--- src/rtl/control_unit.sv ---
// Phase-2 datapath sequencer: fetch (T0-T2), decode of ir[31:27], execute T3-T7.
// MEM_WAIT sets how many cycles each RAM read holds Read/MDR_enable (1..7).
module control_unit #(
  parameter int unsigned MEM_WAIT = 1
) (
  input  logic        clk,
  input  logic        clr,
  input  logic [31:0] ir,
  input  logic        con_ff,
  output logic        PC_out,
  output logic        ZLow_out,
  output logic        ZHigh_out,
  output logic        HI_out,
  output logic        LO_out,
  output logic        C_out,
  output logic        In_port_out,
  output logic        MDR_out,
  output logic        BA_out,
  output logic        PC_enable,
  output logic        IncPC,
  output logic        MAR_enable,
  output logic        MDR_enable,
  output logic        IR_enable,
  output logic        Y_enable,
  output logic        Z_enable,
  output logic        HI_enable,
  output logic        LO_enable,
  output logic        Read,
  output logic        RAM_write_enable,
  output logic        out_port_enable,
  output logic        con_in,
  output logic        Gra,
  output logic        Grb,
  output logic        Grc,
  output logic        R_in,
  output logic        R_out,
  output logic [4:0]  opcode,
  output logic        run,
  output logic        illegal_op,
  output logic [3:0]  step
);

  typedef enum logic [3:0] {
    T0 = 4'd0, T1 = 4'd1, T2 = 4'd2, T3 = 4'd3, T4 = 4'd4, T5 = 4'd5, T6 = 4'd6, T7 = 4'd7,
    HALT = 4'hD, FAULT = 4'hE, RESET = 4'hF
  } state_t;

  typedef enum logic [3:0] {
    C_LD, C_LDI, C_ST, C_RRR, C_IMM, C_MULDIV, C_NEGNOT, C_BR,
    C_JR, C_IN, C_OUT, C_MFHI, C_MFLO, C_NOP, C_HALT, C_BAD
  } cls_t;

  localparam logic [2:0] WAIT_LOAD = 3'(MEM_WAIT - 1);

  state_t     state;
  cls_t       cls;
  logic [2:0] wait_cnt;
  logic [4:0] op;
  logic       unused_ir_bits;

  assign op             = ir[31:27];
  assign unused_ir_bits = ^ir[26:0];

  always_comb begin
    cls = C_BAD;
    case (op)
      5'd0:            cls = C_LD;
      5'd1:            cls = C_LDI;
      5'd2:            cls = C_ST;
      5'd3, 5'd4, 5'd5, 5'd6, 5'd7, 5'd8, 5'd9, 5'd10, 5'd11:
                       cls = C_RRR;
      5'd12, 5'd13, 5'd14:
                       cls = C_IMM;
      5'd15, 5'd16:    cls = C_MULDIV;
      5'd17, 5'd18:    cls = C_NEGNOT;
      5'd19:           cls = C_BR;
      5'd20:           cls = C_JR;
      5'd22:           cls = C_IN;
      5'd23:           cls = C_OUT;
      5'd24:           cls = C_MFHI;
      5'd25:           cls = C_MFLO;
      5'd26:           cls = C_NOP;
      5'd27:           cls = C_HALT;
      default:         cls = C_BAD;
    endcase
  end

  always_ff @(posedge clk) begin
    if (clr) begin
      state    <= RESET;
      wait_cnt <= '0;
    end else begin
      case (state)
        RESET: state <= T0;
        T0: begin
          state    <= T1;
          wait_cnt <= WAIT_LOAD;
        end
        T1: begin
          if (wait_cnt != '0) wait_cnt <= wait_cnt - 3'd1;
          else                state    <= T2;
        end
        T2: state <= T3;
        T3: begin
          case (cls)
            C_HALT:                                         state <= HALT;
            C_BAD:                                          state <= FAULT;
            C_JR, C_IN, C_OUT, C_MFHI, C_MFLO, C_NOP:       state <= T0;
            default:                                        state <= T4;
          endcase
        end
        T4: state <= (cls == C_NEGNOT) ? T0 : T5;
        T5: begin
          if (cls == C_RRR || cls == C_IMM || cls == C_LDI) state <= T0;
          else                                               state <= T6;
          wait_cnt <= WAIT_LOAD;
        end
        T6: begin
          if (cls == C_LD) begin
            if (wait_cnt != '0) wait_cnt <= wait_cnt - 3'd1;
            else                state    <= T7;
          end else if (cls == C_ST) begin
            state <= T7;
          end else begin
            state <= T0;
          end
        end
        T7:      state <= T0;
        HALT:    state <= HALT;
        FAULT:   state <= FAULT;
        default: state <= RESET;
      endcase
    end
  end

  // Strobes decode state plus the live ir: the IR loads on the T2->T3 edge, so the
  // T3 decode cannot be precomputed into a register one cycle earlier.
  always_comb begin
    {PC_out, ZLow_out, ZHigh_out, HI_out, LO_out, C_out, In_port_out, MDR_out, BA_out} = '0;
    {PC_enable, IncPC, MAR_enable, MDR_enable, IR_enable, Y_enable, Z_enable, HI_enable,
     LO_enable} = '0;
    {Read, RAM_write_enable, out_port_enable, con_in, Gra, Grb, Grc, R_in, R_out} = '0;
    opcode     = '0;
    step       = state;
    run        = !(state == RESET || state == HALT || state == FAULT);
    illegal_op = (state == FAULT);
    case (state)
      T0: {PC_out, MAR_enable, IncPC, PC_enable} = '1;
      T1: {Read, MDR_enable} = '1;
      T2: {MDR_out, IR_enable} = '1;
      T3: begin
        case (cls)
          C_RRR, C_IMM:      {Grb, R_out, Y_enable} = '1;
          C_NEGNOT: begin
            {Grb, R_out, Z_enable} = '1;
            opcode = op;
          end
          C_MULDIV:          {Gra, R_out, Y_enable} = '1;
          C_LD, C_LDI, C_ST: {Grb, BA_out, Y_enable} = '1;
          C_BR:              {Gra, R_out, con_in} = '1;
          C_JR:              {Gra, R_out, PC_enable} = '1;
          C_IN:              {In_port_out, Gra, R_in} = '1;
          C_OUT:             {Gra, R_out, out_port_enable} = '1;
          C_MFHI:            {HI_out, Gra, R_in} = '1;
          C_MFLO:            {LO_out, Gra, R_in} = '1;
          default: ;
        endcase
      end
      T4: begin
        case (cls)
          C_RRR: begin
            {Grc, R_out, Z_enable} = '1;
            opcode = op;
          end
          C_IMM: begin
            {C_out, Z_enable} = '1;
            opcode = op;
          end
          C_NEGNOT:          {ZLow_out, Gra, R_in} = '1;
          C_MULDIV: begin
            {Grb, R_out, Z_enable} = '1;
            opcode = op;
          end
          C_LD, C_LDI, C_ST: begin
            {C_out, Z_enable} = '1;
            opcode = 5'b00011;
          end
          C_BR:              {PC_out, Y_enable} = '1;
          default: ;
        endcase
      end
      T5: begin
        case (cls)
          C_RRR, C_IMM, C_LDI: {ZLow_out, Gra, R_in} = '1;
          C_MULDIV:            {ZLow_out, LO_enable} = '1;
          C_LD, C_ST:          {ZLow_out, MAR_enable} = '1;
          C_BR: begin
            {C_out, Z_enable} = '1;
            opcode = 5'b00011;
          end
          default: ;
        endcase
      end
      T6: begin
        case (cls)
          C_MULDIV: {ZHigh_out, HI_enable} = '1;
          C_LD:     {Read, MDR_enable} = '1;
          C_ST:     {Gra, R_out, MDR_enable} = '1;
          C_BR: begin
            ZLow_out  = 1'b1;
            PC_enable = con_ff;
          end
          default: ;
        endcase
      end
      T7: begin
        case (cls)
          C_LD:    {MDR_out, Gra, R_in} = '1;
          C_ST:    RAM_write_enable = 1'b1;
          default: ;
        endcase
      end
      default: ;
    endcase
  end

endmodule
--- config.mk ---
export PLATFORM = sky130hd
export DESIGN_NAME = control_unit
export DESIGN_NICKNAME = d
export VERILOG_FILES = /design/src/rtl/control_unit.sv
export SDC_FILE = /design/constraint.sdc
export NUM_CORES = 1
export LEC_CHECK = 0
export ABC_CLOCK_PERIOD_IN_PS = 2300
export CORE_ASPECT_RATIO = 1.25
export CORE_MARGIN = 8
export CORE_UTILIZATION = 37
export DETAILED_ROUTE_END_ITERATION = 10
export PLACE_DENSITY = 0.76
export SLEW_MARGIN = 10
export SYNTH_ARGS = -nofsm -noshare
export SYNTH_HDL_FRONTEND = slang
export SYNTH_SLANG_ARGS = --single-unit
--- constraint.sdc ---
create_clock -name clk -period 2.3 [get_ports clk]
set_clock_uncertainty 0.15 [all_clocks]
set_input_delay 0.23 -clock clk [delete_from_list [all_inputs] [get_ports clk]]
set_output_delay 0.23 -clock clk [all_outputs]
set_load 0.05 [all_outputs]
==> impl_summary.log, run 1 <==
INFO  metric timing.hold.worst.class = register to register
INFO  metric finalWorstPathRequiredPeriod = 2551 ps
INFO  metric routed_wire_length_per_instance = 22.26 µm
INFO  metric worst-path-buf-inv = 4
INFO  metric worst_slack_setup_final = -250.6 ps
INFO  metric dr_total_vias = 2457
INFO  metric initial_utilization = 0.3841
INFO  metric powerDensity = 658.9 nW/µm²
INFO  metric placement.io_buffers = 45
INFO  metric cts.clk_slew.worst_paths = around 40 ps
INFO  metric post_route_cells_drive_above_1_share = 0.6030
INFO  metric final.setup.tns = -2753 ps
INFO  metric clock_insertion_delay_worst_skew = between 200 and 250 ps
INFO  metric design.core.area = about 3800 µm²
INFO  metric die-area = 6204 µm²
INFO  metric cp.arrival = 2170 ps
INFO  metric pre_cts_ws = -708.3 ps
INFO  metric kind_of_cell_adding_the_most_delay_to_the_critical_path = simple AND/OR/NAND/NOR gates
INFO  metric power.clock.fraction = 0.079
INFO  metric rows = 25
INFO  metric synthesized_netlist_cell_count = ~210
INFO  metric synth_top_cell_by_area = sky130_fd_sc_hd__dfxtp_1
INFO  metric antenna_violating_nets_post_route = 0
INFO  metric synth.area.top_cells = sky130_fd_sc_hd__dfxtp_1, sky130_fd_sc_hd__a21oi_1, sky130_fd_sc_hd__nand2_1, sky130_fd_sc_hd__ha_1, sky130_fd_sc_hd__nor3_1
INFO  metric ys_warn_count = 0
INFO  metric final_common_cell = sky130_fd_sc_hd__buf_4
INFO  metric violations = setup timing
INFO  metric worst_setup_ep_type = output port
INFO  metric cpMaxStageDelayCell = sky130_fd_sc_hd__or3_4
INFO  metric routabilityCongestion = 0.9758
INFO  metric pwr-share-seq = 0.147
INFO  metric timing_max_transition_violations_final = 0
INFO  metric drt_drc_violations_left = 0
INFO  metric antennaDiodeCount = 0
INFO  metric drv.max_cap_violation_count = 0
INFO  metric timing.critical_path.fanout_max = 7
INFO  metric cts_root_buf = sky130_fd_sc_hd__clkbuf_8
INFO  metric hold-worst-slack = 329.2 ps
INFO  metric synth_enable_flop_cells = 0
INFO  metric startpoint_type = primary input
INFO  metric finalHoldViolations = 0
INFO  metric die_width = 72.07 µm
INFO  metric grt_pass1_vias = roughly 2400
INFO  metric commonest_cells_after_routing_fill_and_taps_aside = sky130_fd_sc_hd__buf_4, sky130_fd_sc_hd__buf_12, sky130_fd_sc_hd__buf_6
INFO  metric synthesis.nets = approximately 250
INFO  metric tightestPinTransition = a little over 500 ps
INFO  metric die_h = 86.09 µm
INFO  metric groute.usage.overall = 0.2286
INFO  metric timing.critical_path.required = roughly 1900 ps
INFO  metric grt_pass1_wl = 11.43 mm
INFO  metric timing.final.crit_share = 1.109
INFO  metric cts-buffers-inserted = 3
INFO  metric cts_tree = done
INFO  metric yosysSeqAreaShare = 0.09639
INFO  metric relSlewSlack = 0.6590
INFO  metric nFillCells = ~170
INFO  metric top_area_cell_type_share_of_the_netlist_area = 0.09639
INFO  metric critical_path_cell_by_cell = buf_8 -> buf_4 -> and4b_1 -> or3_4 -> a211oi_4 -> buf_6 -> nand2_8 -> a2111oi_4 -> buf_12
INFO  metric dpl.hpwl = approximately 5.4 mm
INFO  metric async_flop_share = 0
INFO  metric power.share.combinational = 0.774
INFO  metric path_type_of_the_worst_setup_path = primary input to output port
INFO  metric placed_cells_incl_taps = about 370
INFO  metric drt_iter0_drc = 292
INFO  metric synthFlopType = sky130_fd_sc_hd__dfxtp_1
INFO  metric ctsHtreeMaxLevel = 1
INFO  metric clockBufferDepth = 2
INFO  metric max_freq = roughly 0.39 GHz
INFO  metric status = finished with violations
INFO  metric cellInternalPower = between 1 and 1.5 mW
INFO  metric power.static_leakage = between 1 and 1.5 nW
INFO  metric first_pass_iters = 6
INFO  metric max-vdd-ir-drop = between 300 and 400 µV
INFO  metric final_net_count = roughly 380
INFO  metric syn-cell-area = 1454 µm²
INFO  metric routed_wl = approximately 8.7 mm
INFO  metric critPathMaxStageDelay = 400 ps
INFO  metric cts_hold_buf = 0
INFO  metric finalSetupViolCount = 20
INFO  metric overflow = 0
INFO  metric syn_area_per_cell = 6.890 µm²
INFO  metric switching_share = 0.5446
INFO  metric layout.cells.non_filler = 389
INFO  metric largest_net_degree_at_the_start_of_global_routing = 18
INFO  metric top_level_ports = between 70 and 80
INFO  metric avgViaCountPerCell = about 6.3
INFO  metric ys_ff_latch = 7
INFO  metric ys_types = roughly 60
INFO  metric initial_antenna_violation_count = 0
INFO  metric numClockSinks = 7
INFO  metric area_growth_syn_to_layout = 132.4%
INFO  metric net-switching-power = around 1.2 mW
INFO  metric grt_setup_unrepaired = true
-- logic make-up after synthesis --
group	Yosys count	share of synthesized area
AND/OR/NAND/NOR	95	0.3761
AO/OA/AOI/OAI	72	0.3709
buffers and inverters	29	0.09380
flip-flops	7	0.09638
adder cells (fa/ha/maj)	5	0.04303
multiplexers	2	0.01377
XOR/XNOR	1	0.006025
-- timing repair --
action,CTS,global route
setup buffers,10,2
pin swaps,12,12
resized for setup,61,36
cloned,0,0
endpoints found under the setup margin,30,31
-- per-stage QoR --
| step | area, µm² | power, mW | utilization |
|---|---|---|---|
| 6_report | 3379 | 2.227 | 0.8929 |
| 5_1_grt | 3379 | 2.308 | 0.8929 |
| 4_1_cts | 3201 | 2.019 | 0.8456 |
| 3_5_place_dp | 2939 | 1.771 | 0.7765 |
| 3_3_place_gp | 2939 | 1.739 | 0.7765 |
| 2_1_floorplan | 1693 | 1.147 | - |
-- power groups by stage --
stage	Sequential [mW]	Clock, mW	Combinational, mW
3_3_place_gp	0.285	0	1.45
4_1_cts	0.290	0.175	1.55
2_1_floorplan	0.319	0	0.828
5_1_grt	0.334	0.189	1.79
6_report	0.327	0.176	1.72
3_5_place_dp	0.287	0	1.48
-- registers in the layout (all words and copies together) (netlist names) --
register,count
step,4
wait_cnt,3
-- routing by layer --
metal	wire length (µm)	global-route usage	up-vias
met4	598	0.1527	0
met3	731	0.03501	60
li1	-	-	1048
met2	4492	0.4305	189
met1	2837	0.2195	1160
met5	0	0	-
-- cell usage after synthesis, types with 2 or more instances --
library cell	instances
sky130_fd_sc_hd__ha_1	5
sky130_fd_sc_hd__or2_2	2
sky130_fd_sc_hd__nor3b_1	2
sky130_fd_sc_hd__o221ai_1	4
sky130_fd_sc_hd__nand2_1	19
sky130_fd_sc_hd__buf_4	2
sky130_fd_sc_hd__nor4bb_1	3
sky130_fd_sc_hd__o21ai_0	10
sky130_fd_sc_hd__o22ai_1	2
sky130_fd_sc_hd__dfxtp_1	7
sky130_fd_sc_hd__buf_2	4
sky130_fd_sc_hd__buf_1	4
sky130_fd_sc_hd__or3_1	4
sky130_fd_sc_hd__o2111ai_1	2
sky130_fd_sc_hd__o21bai_1	4
sky130_fd_sc_hd__and3b_1	2
sky130_fd_sc_hd__o211ai_1	5
sky130_fd_sc_hd__nand2b_1	5
sky130_fd_sc_hd__inv_1	11
sky130_fd_sc_hd__nand3_1	9
sky130_fd_sc_hd__nor3_1	11
sky130_fd_sc_hd__buf_6	2
sky130_fd_sc_hd__a21oi_1	16
sky130_fd_sc_hd__nor2b_1	4
sky130_fd_sc_hd__nor4_1	3
sky130_fd_sc_hd__a31oi_1	6
sky130_fd_sc_hd__nor2_1	13
sky130_fd_sc_hd__a21boi_0	3
sky130_fd_sc_hd__and3_1	4
sky130_fd_sc_hd__mux2i_1	2
sky130_fd_sc_hd__and4b_1	3
sky130_fd_sc_hd__a211oi_1	4
sky130_fd_sc_hd__clkbuf_1	6
-- final cells by class --
cell class / count / area, µm² / share of cell area
clock buffer: 4 / 45.04 / 0.01333
tap: 54 / 67.56 / 0.01999
inverter: 11 / 48.80 / 0.01444
multi-input combinational: 175 / 1599 / 0.4732
timing repair buffer: 138 / 1468 / 0.4343
sequential: 7 / 151.4 / 0.04480
-- worst reg2reg max path, cell delays in order, from the launching register on --
cell and delay, ps:
sky130_fd_sc_hd__dfxtp_4 450, sky130_fd_sc_hd__nor2b_2 350, sky130_fd_sc_hd__and4b_1 280, sky130_fd_sc_hd__o221ai_2 150, sky130_fd_sc_hd__or3_1 370, sky130_fd_sc_hd__a211oi_1 290
-- path summary, 6_finish.rpt --
check | cells after the start | slack, ps | startpoint | endpoint
setup / recovery | 9 | -250 | ir[27] | PC_out
hold / removal | 2 | 330 | wait_cnt[0]$_SDFFE_PP0P_ | wait_cnt[0]$_SDFFE_PP0P_
setup reg to reg | 5 | 150 | step[1]$_SDFFE_PP1P_ | wait_cnt[2]$_SDFFE_PP0P_
hold reg to reg | 2 | 330 | wait_cnt[0]$_SDFFE_PP0P_ | wait_cnt[0]$_SDFFE_PP0P_
(Power assumes the default switching activity.)
==> inputs of run 2 (changes only) <==
Settings changed: CAP_MARGIN set to 15.
==> results of run 2 <==
The final DEF is identical to that of run 1; final timing and power are the same.
==> RTL change (flow settings as in run 1) <==
Add an input register stage for `clr`, `ir` and `con_ff`, without a reset; this delays them by one clock.
--- a/src/rtl/control_unit.sv
+++ b/src/rtl/control_unit.sv
@@ -52,14 +52,24 @@
 
   localparam logic [2:0] WAIT_LOAD = 3'(MEM_WAIT - 1);
 
+  logic clr_q;
+  logic [31:0] ir_q;
+  logic con_ff_q;
+
+  always_ff @(posedge clk) begin
+    clr_q    <= clr;
+    ir_q     <= ir;
+    con_ff_q <= con_ff;
+  end
+
   state_t     state;
   cls_t       cls;
   logic [2:0] wait_cnt;
   logic [4:0] op;
   logic       unused_ir_bits;
 
-  assign op             = ir[31:27];
-  assign unused_ir_bits = ^ir[26:0];
+  assign op             = ir_q[31:27];
+  assign unused_ir_bits = ^ir_q[26:0];
 
   always_comb begin
     cls = C_BAD;
@@ -86,7 +96,7 @@
   end
 
   always_ff @(posedge clk) begin
-    if (clr) begin
+    if (clr_q) begin
       state    <= RESET;
       wait_cnt <= '0;
     end else begin
@@ -208,7 +218,7 @@
           C_ST:     {Gra, R_out, MDR_enable} = '1;
           C_BR: begin
             ZLow_out  = 1'b1;
-            PC_enable = con_ff;
+            PC_enable = con_ff_q;
           end
           default: ;
         endcase
Behaviour: not the same (a bounded check fails within 4 cycles, from zero or initial values).
==> RTL change against run 1 <==
Power down 11%; final cell count fell by 23%; highest routed layer unchanged; area after synthesis increased by 3.6%; routed wire length shrank 46%; sequential cell count is 11 higher; register-to-register slack improved by 230 ps; sequential share of layout area rose by 10 points; setup slack better by 330 ps; design area decreased by 25%; core utilization shrank 26 points.
==> RTL change: results (changes against run 1) <==
qor: run_status.outcome finished clean [was finished, violations left]
qor: finish.fillerInstances 337 [was 171]
qor: min_path.hold_path_class in -> reg [was reg -> reg]
qor: finish.finalNetCount 284 [was 376]
qor: sta.max_slew.worst_pin.slew 502 ps [was 510 ps]
qor: placed_design.placed_area 0.00240 mm² [was 0.00294 mm²]
qor: grt.track_usage 0.142 [was 0.229]
qor: grt.grt_pass1_vias 1656 [was 2376]
qor: placed_design.gp_congestion 0.908 [was 0.976]
qor: clock_tree.worst_setup_hold_path_clk_slew 80 ps [was 40 ps]
qor: placed_design.dp_cell_count 292 [was 374]
qor: finish.final-instance-count-excl-fill 299 [was 389]
qor: logic_synthesis.seq_area_frac_synth 0.239 [was 0.0964]
qor: critical_path.worst_ep_arrival_time 1840 ps [was 2170 ps]
qor: logic_synthesis.syn_inst 196 [was 211]
qor: finish.largest_reg_flops 5 [was 4]
qor: routing.via_per_inst 5.55 [was 6.32]
qor: placed_design.dpl_worst_slack 257 ps [was -708 ps]
qor: grt.grt_first_pass_wirelength 7440 µm [was 11400 µm]
qor: routing.drt-pass1-iter-count 4 [was 6]
qor: critical_path.critPathSlowestCell sky130_fd_sc_hd__dfxtp_1 [was sky130_fd_sc_hd__or3_4]
qor: routing.avgRoutedWirePerCell 15.6 µm [was 22.3 µm]
qor: critical_path.cpPeakStageDelay 460 ps [was 400 ps]
qor: critical_path.crit_fanout 17 [was 7]
qor: logic_synthesis.syn-num-nets 236 [was 251]
qor: critical_path.critical-path-top-delay-family compound AO/OA/AOI/OAI gates [was simple AND/OR/NAND/NOR gates]
qor: clock_tree.clk_latency 260 ps [was 230 ps]
qor: power_and_ir_drop.vdd.ir_drop.worst 0.436 mV [was 0.365 mV]
qor: logic_synthesis.synth.top_cells.by_count sky130_fd_sc_hd__dfxtp_1 (18), sky130_fd_sc_hd__nand2_1 (18), sky130_fd_sc_hd__nor2_1 (11) [was sky130_fd_sc_hd__nand2_1 (19), sky130_fd_sc_hd__a21oi_1 (16), sky130_fd_sc_hd__nor2_1 (13)]
==> RTL change: layout make-up <==
| class | count | area (µm²) | area share |
|---|---|---|---|
| multi-input cells | 150 | 1140 | 0.450 |
| repair buffers | 62 | 870 | 0.342 |
| flip-flops and latches | 18 | 369 | 0.145 |
| well taps | 56 | 70.1 | 0.0276 |
| clock buffers | 4 | 55.1 | 0.0217 |
| inverters | 9 | 33.8 | 0.0133 |
==> RTL change: worst paths after layout <==
kind | startpoint | cells after the start | endpoint | slack (ps)
max | cls[2] | 6 | opcode[0] | 80
min | clr | 1 | clr_q | 260
max reg2reg | cls[0] | 5 | step[2] | 380
min reg2reg | wait_cnt[0] | 2 | wait_cnt[0] | 340
==> RTL change: cells by family (layout without fill, tap and decap cells) <==
logic type      after synthesis  count (layout)  share of synthesized area
compound gates               55              55                      0.248
simple gates                 87              87                      0.370
buf+inv                      28              75                     0.0830
fa+ha+maj                     5               5                     0.0415
xor+xnor                      2               2                     0.0116
mux                           1               1                    0.00664
flops                        18              18                      0.239
==> RTL change: metrics by stage <==
step	util	setup TNS, ps
final	0.635	0
after CTS	0.616	0
after global routing	0.635	-33.4
after detailed placement	0.600	0
after floorplan	-	-373
after global placement	0.600	0
==> RTL change: repair_timing <==
item	4_1_cts	5_1_grt
pin swaps	0	3
setup endpoints to repair	4	11
buffers inserted	0	3
gates resized for setup	2	13
==> RTL change: power breakdown <==
part	leakage, nW	internal (mW)	switching, mW	total [mW]
combinational	0.863	0.499	0.722	1.22
sequential	0.150	0.374	0.124	0.497
clock	0.0288	0.152	0.115	0.267
==> RTL change: worst reg2reg max path, delay by kind of cell (launching register included) <==
kind	cells	cell delay (ps)
compound gates	2	320
simple gates	2	710
buf+inv	1	220
flops	1	380
==> RTL change: metal layers <==
metal | vias up | GRT usage | routed length (µm)
met2 | 64 | 0.284 | 2620
met4 | 0 | 0.0383 | 64
met3 | 8 | 0.0334 | 342
met1 | 780 | 0.138 | 1650
li1 | 807 | - | -
met5 | - | 0 | 0
